## src/rtl/led_pattern_if.sv

```systemverilog
// LED pattern generator control/status bundle: pattern select and run enable in,
// LED drive and step strobe out.
interface led_pattern_if #(
   parameter int NLED = 8
);
   logic [1:0]      mode;
   logic            en;
   logic [NLED-1:0] prled;
   logic            step;

   modport master (output mode, output en, input prled, input step);
   modport slave  (input mode, input en, output prled, output step);
endinterface

```

## src/rtl/led_pattern.sv

```systemverilog
// Parametrised LED pattern generator: alternate, chase, bounce and PWM breathe patterns
// stepped by clock prescalers, with registered LED outputs and a one-cycle step strobe.
module led_pattern #(
   parameter int CLK_HZ    = 10000000,
   parameter int STEP_HZ   = 2,
   parameter int BREATH_HZ = 512,
   parameter int NLED      = 8,
   parameter int PWM_BITS  = 8
) (
   input  logic         clk,
   input  logic         rst,
   led_pattern_if.slave bus
);

   localparam int DIV    = CLK_HZ / STEP_HZ;
   localparam int BDIV   = CLK_HZ / BREATH_HZ;
   localparam int SCNT_W = $clog2(DIV);
   localparam int BCNT_W = $clog2(BDIV);
   localparam int POS_W  = $clog2(NLED);

   localparam logic [SCNT_W-1:0]   SCNT_MAX = SCNT_W'(DIV - 1);
   localparam logic [SCNT_W-1:0]   SCNT_ONE = SCNT_W'(1);
   localparam logic [BCNT_W-1:0]   BCNT_MAX = BCNT_W'(BDIV - 1);
   localparam logic [BCNT_W-1:0]   BCNT_ONE = BCNT_W'(1);
   localparam logic [POS_W-1:0]    POS_LAST = POS_W'(NLED - 1);
   localparam logic [POS_W-1:0]    POS_ONE  = POS_W'(1);
   localparam logic [PWM_BITS-1:0] DUTY_MAX = '1;
   localparam logic [PWM_BITS-1:0] DUTY_ONE = PWM_BITS'(1);
   localparam logic [NLED-1:0]     LED_ONE  = NLED'(1);

   typedef enum logic [1:0] {
      M_ALT     = 2'd0,
      M_CHASE   = 2'd1,
      M_BOUNCE  = 2'd2,
      M_BREATHE = 2'd3
   } mode_e;

   typedef enum logic {
      DIR_UP = 1'b0,
      DIR_DN = 1'b1
   } dir_e;

   function automatic logic [NLED-1:0] f_even_mask();
      logic [NLED-1:0] m;
      for (int i = 0; i < NLED; i++) begin
         m[i] = ((i % 2) == 0);
      end
      return m;
   endfunction

   localparam logic [NLED-1:0] EVEN_MASK = f_even_mask();

   // Duty is at an end of its ramp when it cannot move further in the current direction
   function automatic logic f_duty_sat(input logic [PWM_BITS-1:0] duty, input dir_e bdir);
      return (bdir == DIR_UP) ? (duty == DUTY_MAX) : (duty == '0);
   endfunction

   function automatic logic [PWM_BITS-1:0] f_duty_next(input logic [PWM_BITS-1:0] duty,
                                                       input dir_e bdir);
      logic up;
      up = (bdir == DIR_UP) ^ f_duty_sat(duty, bdir);
      return up ? (duty + DUTY_ONE) : (duty - DUTY_ONE);
   endfunction

   mode_e               r_mode_q;
   logic                r_alt_phase;
   logic [POS_W-1:0]    r_pos;
   dir_e                r_dir;
   logic [PWM_BITS-1:0] r_duty;
   dir_e                r_bdir;
   logic [SCNT_W-1:0]   r_scnt;
   logic [BCNT_W-1:0]   r_bcnt;
   logic [PWM_BITS-1:0] r_pwm_cnt;
   logic                r_tick;
   logic [NLED-1:0]     r_prled;
   logic                r_step;

   logic                w_mode_chg;
   logic                w_run;
   logic                w_step_tick;
   logic                w_breath_tick;
   logic                w_pulse;
   logic                w_alt_phase_nxt;
   logic [POS_W-1:0]    w_pos_nxt;
   dir_e                w_dir_nxt;
   logic [PWM_BITS-1:0] w_duty_nxt;
   dir_e                w_bdir_nxt;
   logic [SCNT_W-1:0]   w_scnt_nxt;
   logic [BCNT_W-1:0]   w_bcnt_nxt;
   logic [NLED-1:0]     w_pat;

   // A mode change suppresses all ticks and returns pattern state to reset values
   always_comb begin
      w_mode_chg    = (bus.mode != r_mode_q);
      w_run         = bus.en & ~w_mode_chg;
      w_step_tick   = w_run & (r_scnt == SCNT_MAX);
      w_breath_tick = w_run & (r_mode_q == M_BREATHE) & (r_bcnt == BCNT_MAX);
      w_pulse       = (w_step_tick & (r_mode_q != M_BREATHE)) |
                      (w_breath_tick & (r_bdir == DIR_DN) & (r_duty == DUTY_ONE));

      w_alt_phase_nxt = r_alt_phase;
      w_pos_nxt       = r_pos;
      w_dir_nxt       = r_dir;
      w_duty_nxt      = r_duty;
      w_bdir_nxt      = r_bdir;
      w_scnt_nxt      = r_scnt;
      w_bcnt_nxt      = r_bcnt;

      if (w_mode_chg) begin
         w_alt_phase_nxt = 1'b1;
         w_pos_nxt       = '0;
         w_dir_nxt       = DIR_UP;
         w_duty_nxt      = '0;
         w_bdir_nxt      = DIR_UP;
         w_scnt_nxt      = '0;
         w_bcnt_nxt      = '0;
      end else if (bus.en) begin
         w_scnt_nxt = w_step_tick ? '0 : (r_scnt + SCNT_ONE);
         if (r_mode_q == M_BREATHE) begin
            w_bcnt_nxt = w_breath_tick ? '0 : (r_bcnt + BCNT_ONE);
         end
         if (w_step_tick) begin
            case (r_mode_q)
               M_ALT:   w_alt_phase_nxt = ~r_alt_phase;
               M_CHASE: w_pos_nxt = (r_pos == POS_LAST) ? '0 : (r_pos + POS_ONE);
               M_BOUNCE: begin
                  // Reverse and move off the end in one step so end positions never repeat
                  if (r_dir == DIR_UP) begin
                     if (r_pos == POS_LAST) begin
                        w_dir_nxt = DIR_DN;
                        w_pos_nxt = r_pos - POS_ONE;
                     end else begin
                        w_pos_nxt = r_pos + POS_ONE;
                     end
                  end else begin
                     if (r_pos == '0) begin
                        w_dir_nxt = DIR_UP;
                        w_pos_nxt = r_pos + POS_ONE;
                     end else begin
                        w_pos_nxt = r_pos - POS_ONE;
                     end
                  end
               end
               default: ;
            endcase
         end
         if (w_breath_tick) begin
            w_duty_nxt = f_duty_next(r_duty, r_bdir);
            if (f_duty_sat(r_duty, r_bdir)) begin
               w_bdir_nxt = (r_bdir == DIR_UP) ? DIR_DN : DIR_UP;
            end
         end
      end
   end

   always_comb begin
      w_pat = EVEN_MASK;
      case (r_mode_q)
         M_ALT:             w_pat = r_alt_phase ? EVEN_MASK : ~EVEN_MASK;
         M_CHASE, M_BOUNCE: w_pat = LED_ONE << r_pos;
         M_BREATHE:         w_pat = {NLED{r_pwm_cnt < r_duty}};
         default:           w_pat = EVEN_MASK;
      endcase
   end

   always_ff @(posedge clk or negedge rst) begin
      if (!rst) begin
         r_mode_q    <= M_ALT;
         r_alt_phase <= 1'b1;
         r_pos       <= '0;
         r_dir       <= DIR_UP;
         r_duty      <= '0;
         r_bdir      <= DIR_UP;
         r_scnt      <= '0;
         r_bcnt      <= '0;
         r_pwm_cnt   <= '0;
         r_tick      <= 1'b0;
         r_prled     <= EVEN_MASK;
         r_step      <= 1'b0;
      end else begin
         r_mode_q    <= mode_e'(bus.mode);
         r_alt_phase <= w_alt_phase_nxt;
         r_pos       <= w_pos_nxt;
         r_dir       <= w_dir_nxt;
         r_duty      <= w_duty_nxt;
         r_bdir      <= w_bdir_nxt;
         r_scnt      <= w_scnt_nxt;
         r_bcnt      <= w_bcnt_nxt;
         r_pwm_cnt   <= r_pwm_cnt + DUTY_ONE;
         // Output stage: LEDs and strobe show the state committed on the previous edge
         r_tick      <= w_pulse;
         r_prled     <= w_pat;
         r_step      <= r_tick;
      end
   end

   assign bus.prled = r_prled;
   assign bus.step  = r_step;

endmodule

```

## src/flat_wrapper.sv

```systemverilog
// flat-port wrapper written by rule: the top's interface ports become plain ports
module led_pattern_flat 
#(
   parameter int CLK_HZ    = 10000000,
   parameter int STEP_HZ   = 2,
   parameter int BREATH_HZ = 512,
   parameter int NLED      = 8,
   parameter int PWM_BITS  = 8
)
  (clk, rst, bus_mode, bus_en, bus_prled, bus_step);
  led_pattern_if #(.NLED(NLED)) bus_i ();
  input  logic clk;
  input  logic rst;
  input wire logic [$bits(bus_i.mode)-1:0] bus_mode;
  input wire logic [$bits(bus_i.en)-1:0] bus_en;
  output wire logic [$bits(bus_i.prled)-1:0] bus_prled;
  output wire logic [$bits(bus_i.step)-1:0] bus_step;
  assign bus_i.mode = bus_mode;
  assign bus_i.en = bus_en;
  assign bus_prled = bus_i.prled;
  assign bus_step = bus_i.step;
  led_pattern #(.CLK_HZ(CLK_HZ), .STEP_HZ(STEP_HZ), .BREATH_HZ(BREATH_HZ), .NLED(NLED), .PWM_BITS(PWM_BITS)) u_core (.clk(clk), .rst(rst), .bus(bus_i));
endmodule
```

## config.mk

```make
export PLATFORM = sky130hd
export DESIGN_NAME = led_pattern_flat
export DESIGN_NICKNAME = d
export VERILOG_FILES = /design/src/rtl/led_pattern_if.sv /design/src/rtl/led_pattern.sv /design/src/flat_wrapper.sv
export SDC_FILE = /design/constraint.sdc
export NUM_CORES = 1
export LEC_CHECK = 0
export CORE_AREA = 2 2 105 107
export CTS_BUF_LIST = sky130_fd_sc_hd__clkbuf_2
export CTS_CLUSTER_SIZE = 30
export DETAILED_ROUTE_END_ITERATION = 16
export DIE_AREA = 0 0 107 109
export GPL_TIMING_DRIVEN = 0
export PLACE_DENSITY = 0.54
export SLEW_MARGIN = 20
export SYNTH_ARGS = -nofsm -noshare
export SYNTH_HDL_FRONTEND = slang
export SYNTH_SLANG_ARGS = --single-unit
```

## constraint.sdc

```tcl
create_clock -name clk -period 3.34 [get_ports clk]
set_clock_uncertainty 0.15 [all_clocks]
set_input_delay 0.668 -clock clk [delete_from_list [all_inputs] [get_ports clk]]
set_output_delay 0.668 -clock clk [all_outputs]
set_load 0.01 [all_outputs]
```

**Yosys cells after proc, flatten, opt, wreduce, memory -nomap -nowiden**

Cells that the tools add are included.

- Output and inout bits: 9
- Logic and storage cells: 99
- Register bits after elaboration: 72
- Input port bits: 5

- Shift operators: 1
- Reductions and logical operators: 18
- Muxes and demuxes: 38
- Add/subtract/negate cells: 7
- Order comparisons: 1
- Bitwise logic cells: 12
- Equality and inequality tests: 10

Operators with widths:

| cell | count |
|---|---|
| 23-bit two-way mux | 3 |
| 15-bit two-way mux | 4 |
| 8-bit two-way mux | 5 |
| 8-bit one-hot mux with 3 select lines | 1 |
| 23-bit by 1-bit adder with 23-bit output, second input constant | 1 |
| 23-bit equality test, second input constant | 1 |
| 3-bit two-way mux | 7 |
| 1-bit two-way mux | 17 |
| 8-bit by 1-bit adder with 8-bit output, second input constant | 2 |
| 15-bit by 1-bit adder with 15-bit output, second input constant | 1 |
| 15-bit equality test, second input constant | 1 |
| 2-bit nonzero test | 7 |
| 3-bit AND reduction | 4 |
| 8-bit by 1-bit equality test with 1-bit output, second input constant | 1 |
| 8-bit equality test, second input constant | 1 |
| 8-bit logical NOT | 1 |
| 8-bit < comparator | 1 |
| 1-bit by 3-bit << shifter with 8-bit output, first input constant | 1 |
| 8-bit by 1-bit subtractor with 8-bit output, second input constant | 1 |
| 1-bit AND | 7 |
| 3-bit one-hot mux with 2 select lines | 1 |
| 2-bit equality test, second input constant | 2 |
| 2-bit AND reduction | 2 |
| 3-bit by 1-bit adder with 3-bit output, second input constant | 1 |
| other kinds (12) | 14 |

**Longest topological paths before layout**

- Word-level depth: 9
- Gate-level depth with buffers: 8

**Worst setup path before layout**

Ideal clock, no wire load.

- Kind: register to register
- Start: register u_core.r_duty[0]
- End: register u_core.r_duty[5]
- Clock period less this slack: 2.446 ns
- Cell stages (with the launch flop): 9
- Slack: 0.894 ns
- Arrival time: 2.218 ns
- Required time: 3.113 ns
- Cells stage by stage: dfrtp_1 > clkbuf_1 > inv_1 > ha_1 > nor3b_1 > a21boi_1 > mux2_2 > or3_1 > a21oi_1

- Word-level cells in the longest chain between the ends: 7
- Elaborated cells on any way between the ends: 10

Ends and longest elaborated chain:

| item | RTL line | source |
|---|---|---|
| start, declared | led_pattern.sv:69 | `logic [PWM_BITS-1:0] r_duty;` |
| start signal, assigned | led_pattern.sv:185 | `r_duty <= w_duty_nxt;` |
| branches (longest 3 deep; another with 8-bit by 1-bit subtractor with 8-bit output) | - |  |
| 8-bit two-way mux * | led_pattern.sv:62 | `return up ? (duty + DUTY_ONE) : (duty - DUTY_ONE);` |
| 8-bit two-way mux * | led_pattern.sv:147 | `if (w_breath_tick) begin` |
| 8-bit two-way mux * | led_pattern.sv:117 | `end else if (bus.en) begin` |
| 8-bit two-way mux * | led_pattern.sv:109 | `if (w_mode_chg) begin` |

Mark *: on every way between the ends. The select of a mux whose other input is x is not followed.
A chain may end at the register's enable or synchronous reset.

**Worst setup path in the final report**

Same ends and word-level chain as after synthesis.

==> impl_metrics.ini <==
[status]
status = completed

[power]
pwr_density_cell_nw_per_um2 = 321.5
power_switching_w = 0.0003940
clkPwrFrac = 0.331
p_leak_nw = 1.850
p_seq_frac = 0.599
p_int_w = 0.001085
sw_frac_of_total = 0.2664
p_comb_frac = 0.069
power.total_w = 0.001479
ir_worst_vdd_mv = 0.1483

[die]
fp.dieW_um = 107
pin_count = 14
die_h_um = 109
start_util = 0.3914
row_count = 38
dieArea_um2 = 11660
core_area_um2 = 10600

[min_path]
min_to = u_core.bus.step
whs_path_depth = 0
hp-class = flip-flop to flip-flop
min_from = u_core.r_tick

[placed_design]
place_ws_ps = 316.4
post-dp-hpwl_mm = 6.263
port_buffers = 13
gp_congestion = 0.8009

[finish]
diodes = 0
nets = 492
drive_above_1_share = 0.08137
utilization = 0.4339
multi_input_area_um2 = 2217
area_growth_pct = 10.85
register_area_um2 = 1808
fill_cells = 1031

[drt]
via_count = 3219
viasPerCell = 5.303
drc = 0
ant_nets = 0
dr.pass1.iters = 4
route.met3.wl_um = 305
met1Wirelength_mm = 4.377
highest-signal-layer = met4
drtIter0Drc = 113
finalWirelength_mm = 8.621
wl_per_cell_um = 14.20
wl_met2_mm = 3.869

[grt]
overflow = 0
antenna_found_initial = 0
grt.total_usage = 0.1659
grt_max_degree = 53
grt_pass1_wl_mm = 15.17
grt_pass1_vias = 3095

[yosys]
yosysMostFrequentCell = dfrtp_1
async_flop_share = 1.000
ys_ff_latch = 72
yosys.area.top_type = dfrtp_1
synthCells = 436
synth_edf_count = 0
synth.yosys.warnings = 0
synth_area_leaders = dfrtp_1, ha_1, xor2_1
synth.avg_cell_area_um2 = 9.519
synth_area_um2 = 4150
netlist_top_cells_count = dfrtp_1, nor2_1, nand2_1, nand3_1, xor2_1
ys_types = 56
synth-main-ff-cell = dfrtp_1
synth-seq-area-share = 0.4356
syn_nets = 466
synth_top_area_share = 0.4040

[clock_network]
clkLatencyLatePin_ps = 530
htreeDepth = 3
clockBufferDepth = 2
cts_root_buf = clkbuf_2
clkSinkCount = 72
cts_tree = done
cts_made_buffers = 9
cts.clk_slew.worst_paths_ps = 210

[timing]
slew_violations = 0
setup-violations-final = 0
tns_ps = 0
worst_pin_slew_ps = 850.2
rsz0062_at_grt = no
finalHoldViolations = 0
max_freq_ghz = 0.3549
finalCritPeriodShare = 0.8437
holdWs_ps = 220.4
fin_crit_ps = 2818
worst_slack_ps = 522.0
relSlewSlack = 0.4280

[critical_path]
required_ps = 3670
reg2reg_slack_ps = 520
crit_path_start_kind = flip-flop
criticalPathCategory = flip-flop to flip-flop
critPathMaxFanout = 8
reg2reg_to = u_core.r_duty[5]
worstReg2RegStart = u_core.r_duty[0]
arrival_ps = 3150
worst_setup_path_end_kind = flip-flop
rr_worst_depth = 8

[run]
maxCapViolations = 0
==> registers in the layout, indices dropped and copies added (netlist names) <==
register            count
u_core.r_bdir           1
u_core.r_bcnt          15
u_core.r_tick           1
u_core.r_dir            1
u_core.bus.step         1
u_core.r_scnt          23
u_core.r_mode_q         2
u_core.r_duty           8
u_core.r_pwm_cnt        8
u_core.bus.prled        8
u_core.r_pos            3
u_core.r_alt_phase      1
==> worst max-delay path, cell delays in order (launching register included) <==
cell and delay [ps]:
dfrtp_1 430, clkbuf_1 360, inv_1 120, ha_1 230
nor3b_1 150, a21boi_1 480, mux2_2 400, or3_1 300
a21oi_1 150
==> layer usage <==
metal  vias to the layer above  track usage
met5                         -            0
met3                         6      0.02869
met1                      1541       0.2362
li1                       1604            -
met4                         0      0.07236
met2                        68       0.2484
==> area by class of cell <==
| class | count | area share |
|---|---|---|
| tap | 140 | 0.03807 |
| sequential | 72 | 0.3930 |
| multi-input combinational | 337 | 0.4819 |
| timing repair buffer | 15 | 0.03590 |
| buffer | 9 | 0.01251 |
| inverter | 18 | 0.01469 |
| clock buffer | 10 | 0.01088 |
| clock inverter | 6 | 0.01305 |
==> layout by cell type (no fill, tap or decap), types with 3 or more instances in the layout <==
| master | n |
|---|---|
| and2_1 | 7 |
| nand4b_1 | 4 |
| clkbuf_1 | 4 |
| a21o_1 | 3 |
| nor2_1 | 41 |
| or3_1 | 5 |
| clkbuf_2 | 10 |
| nor4b_1 | 5 |
| clkdlybuf4s50_1 | 12 |
| buf_4 | 3 |
| nand4_1 | 21 |
| xor2_1 | 28 |
| nor2b_1 | 4 |
| dfstp_2 | 5 |
| nor3_1 | 9 |
| o21ai_0 | 23 |
| mux2i_1 | 5 |
| ha_1 | 25 |
| nor3b_1 | 3 |
| nand2_1 | 40 |
| and4_1 | 3 |
| nand3_1 | 28 |
| inv_1 | 17 |
| nor4_1 | 6 |
| and3_1 | 8 |
| xnor2_1 | 15 |
| a21oi_1 | 14 |
| o21a_1 | 3 |
| a41oi_1 | 3 |
| dfrtp_1 | 67 |
| a31oi_1 | 4 |
| nand2b_1 | 5 |
==> power by group through the flow <==
stage | Sequential [W] | Clock [W] | Combinational, W
after global placement | 0.000902 | 0 | 0.000100
after CTS | 0.000887 | 0.000521 | 0.000106
after floorplan | 0.000903 | 0 | 0.0000494
final | 0.000887 | 0.000490 | 0.000102
after detailed placement | 0.000902 | 0 | 0.000105
after global routing | 0.000888 | 0.000558 | 0.000118
==> worst max path at each step <==
stage          cells past startpoint               end  slack, ps             start
6_report                           8  u_core.r_duty[5]        520  u_core.r_duty[0]
4_1_cts                            8  u_core.r_duty[5]        520  u_core.r_duty[0]
3_5_place_dp                       6      u_core.r_dir        320       bus_mode[0]
3_3_place_gp                       1  u_core.r_bcnt[3]      -1110               rst
2_1_floorplan                      8  u_core.r_duty[5]        890  u_core.r_duty[0]
5_1_grt                            8  u_core.r_duty[5]        310  u_core.r_duty[0]
==> repair_timing <==
action                                 4_1_cts  5_1_grt
hold buffers                                 1        0
buffers inserted                             0        0
endpoints found under the hold margin       20        0
resized for setup                            0        0
==> logic make-up (layout without fill, tap and decap cells) <==
family | after synthesis | in the layout | synth area share
compound gates | 63 | 63 | 0.09497
buf+inv | 27 | 58 | 0.03014
flops | 72 | 72 | 0.4356
mux | 6 | 6 | 0.01477
xor+xnor | 43 | 43 | 0.09075
fa+ha+maj | 25 | 25 | 0.07537
simple gates | 200 | 200 | 0.2584
==> metrics by stage <==
stage	std cells	cell area, um2
final	607	4601
after global routing	607	4601
after CTS	607	4601
after detailed placement	590	4481
after global placement	589	4456
after floorplan	436	4150
No activity file was read; power rests on OpenSTA's default activity.
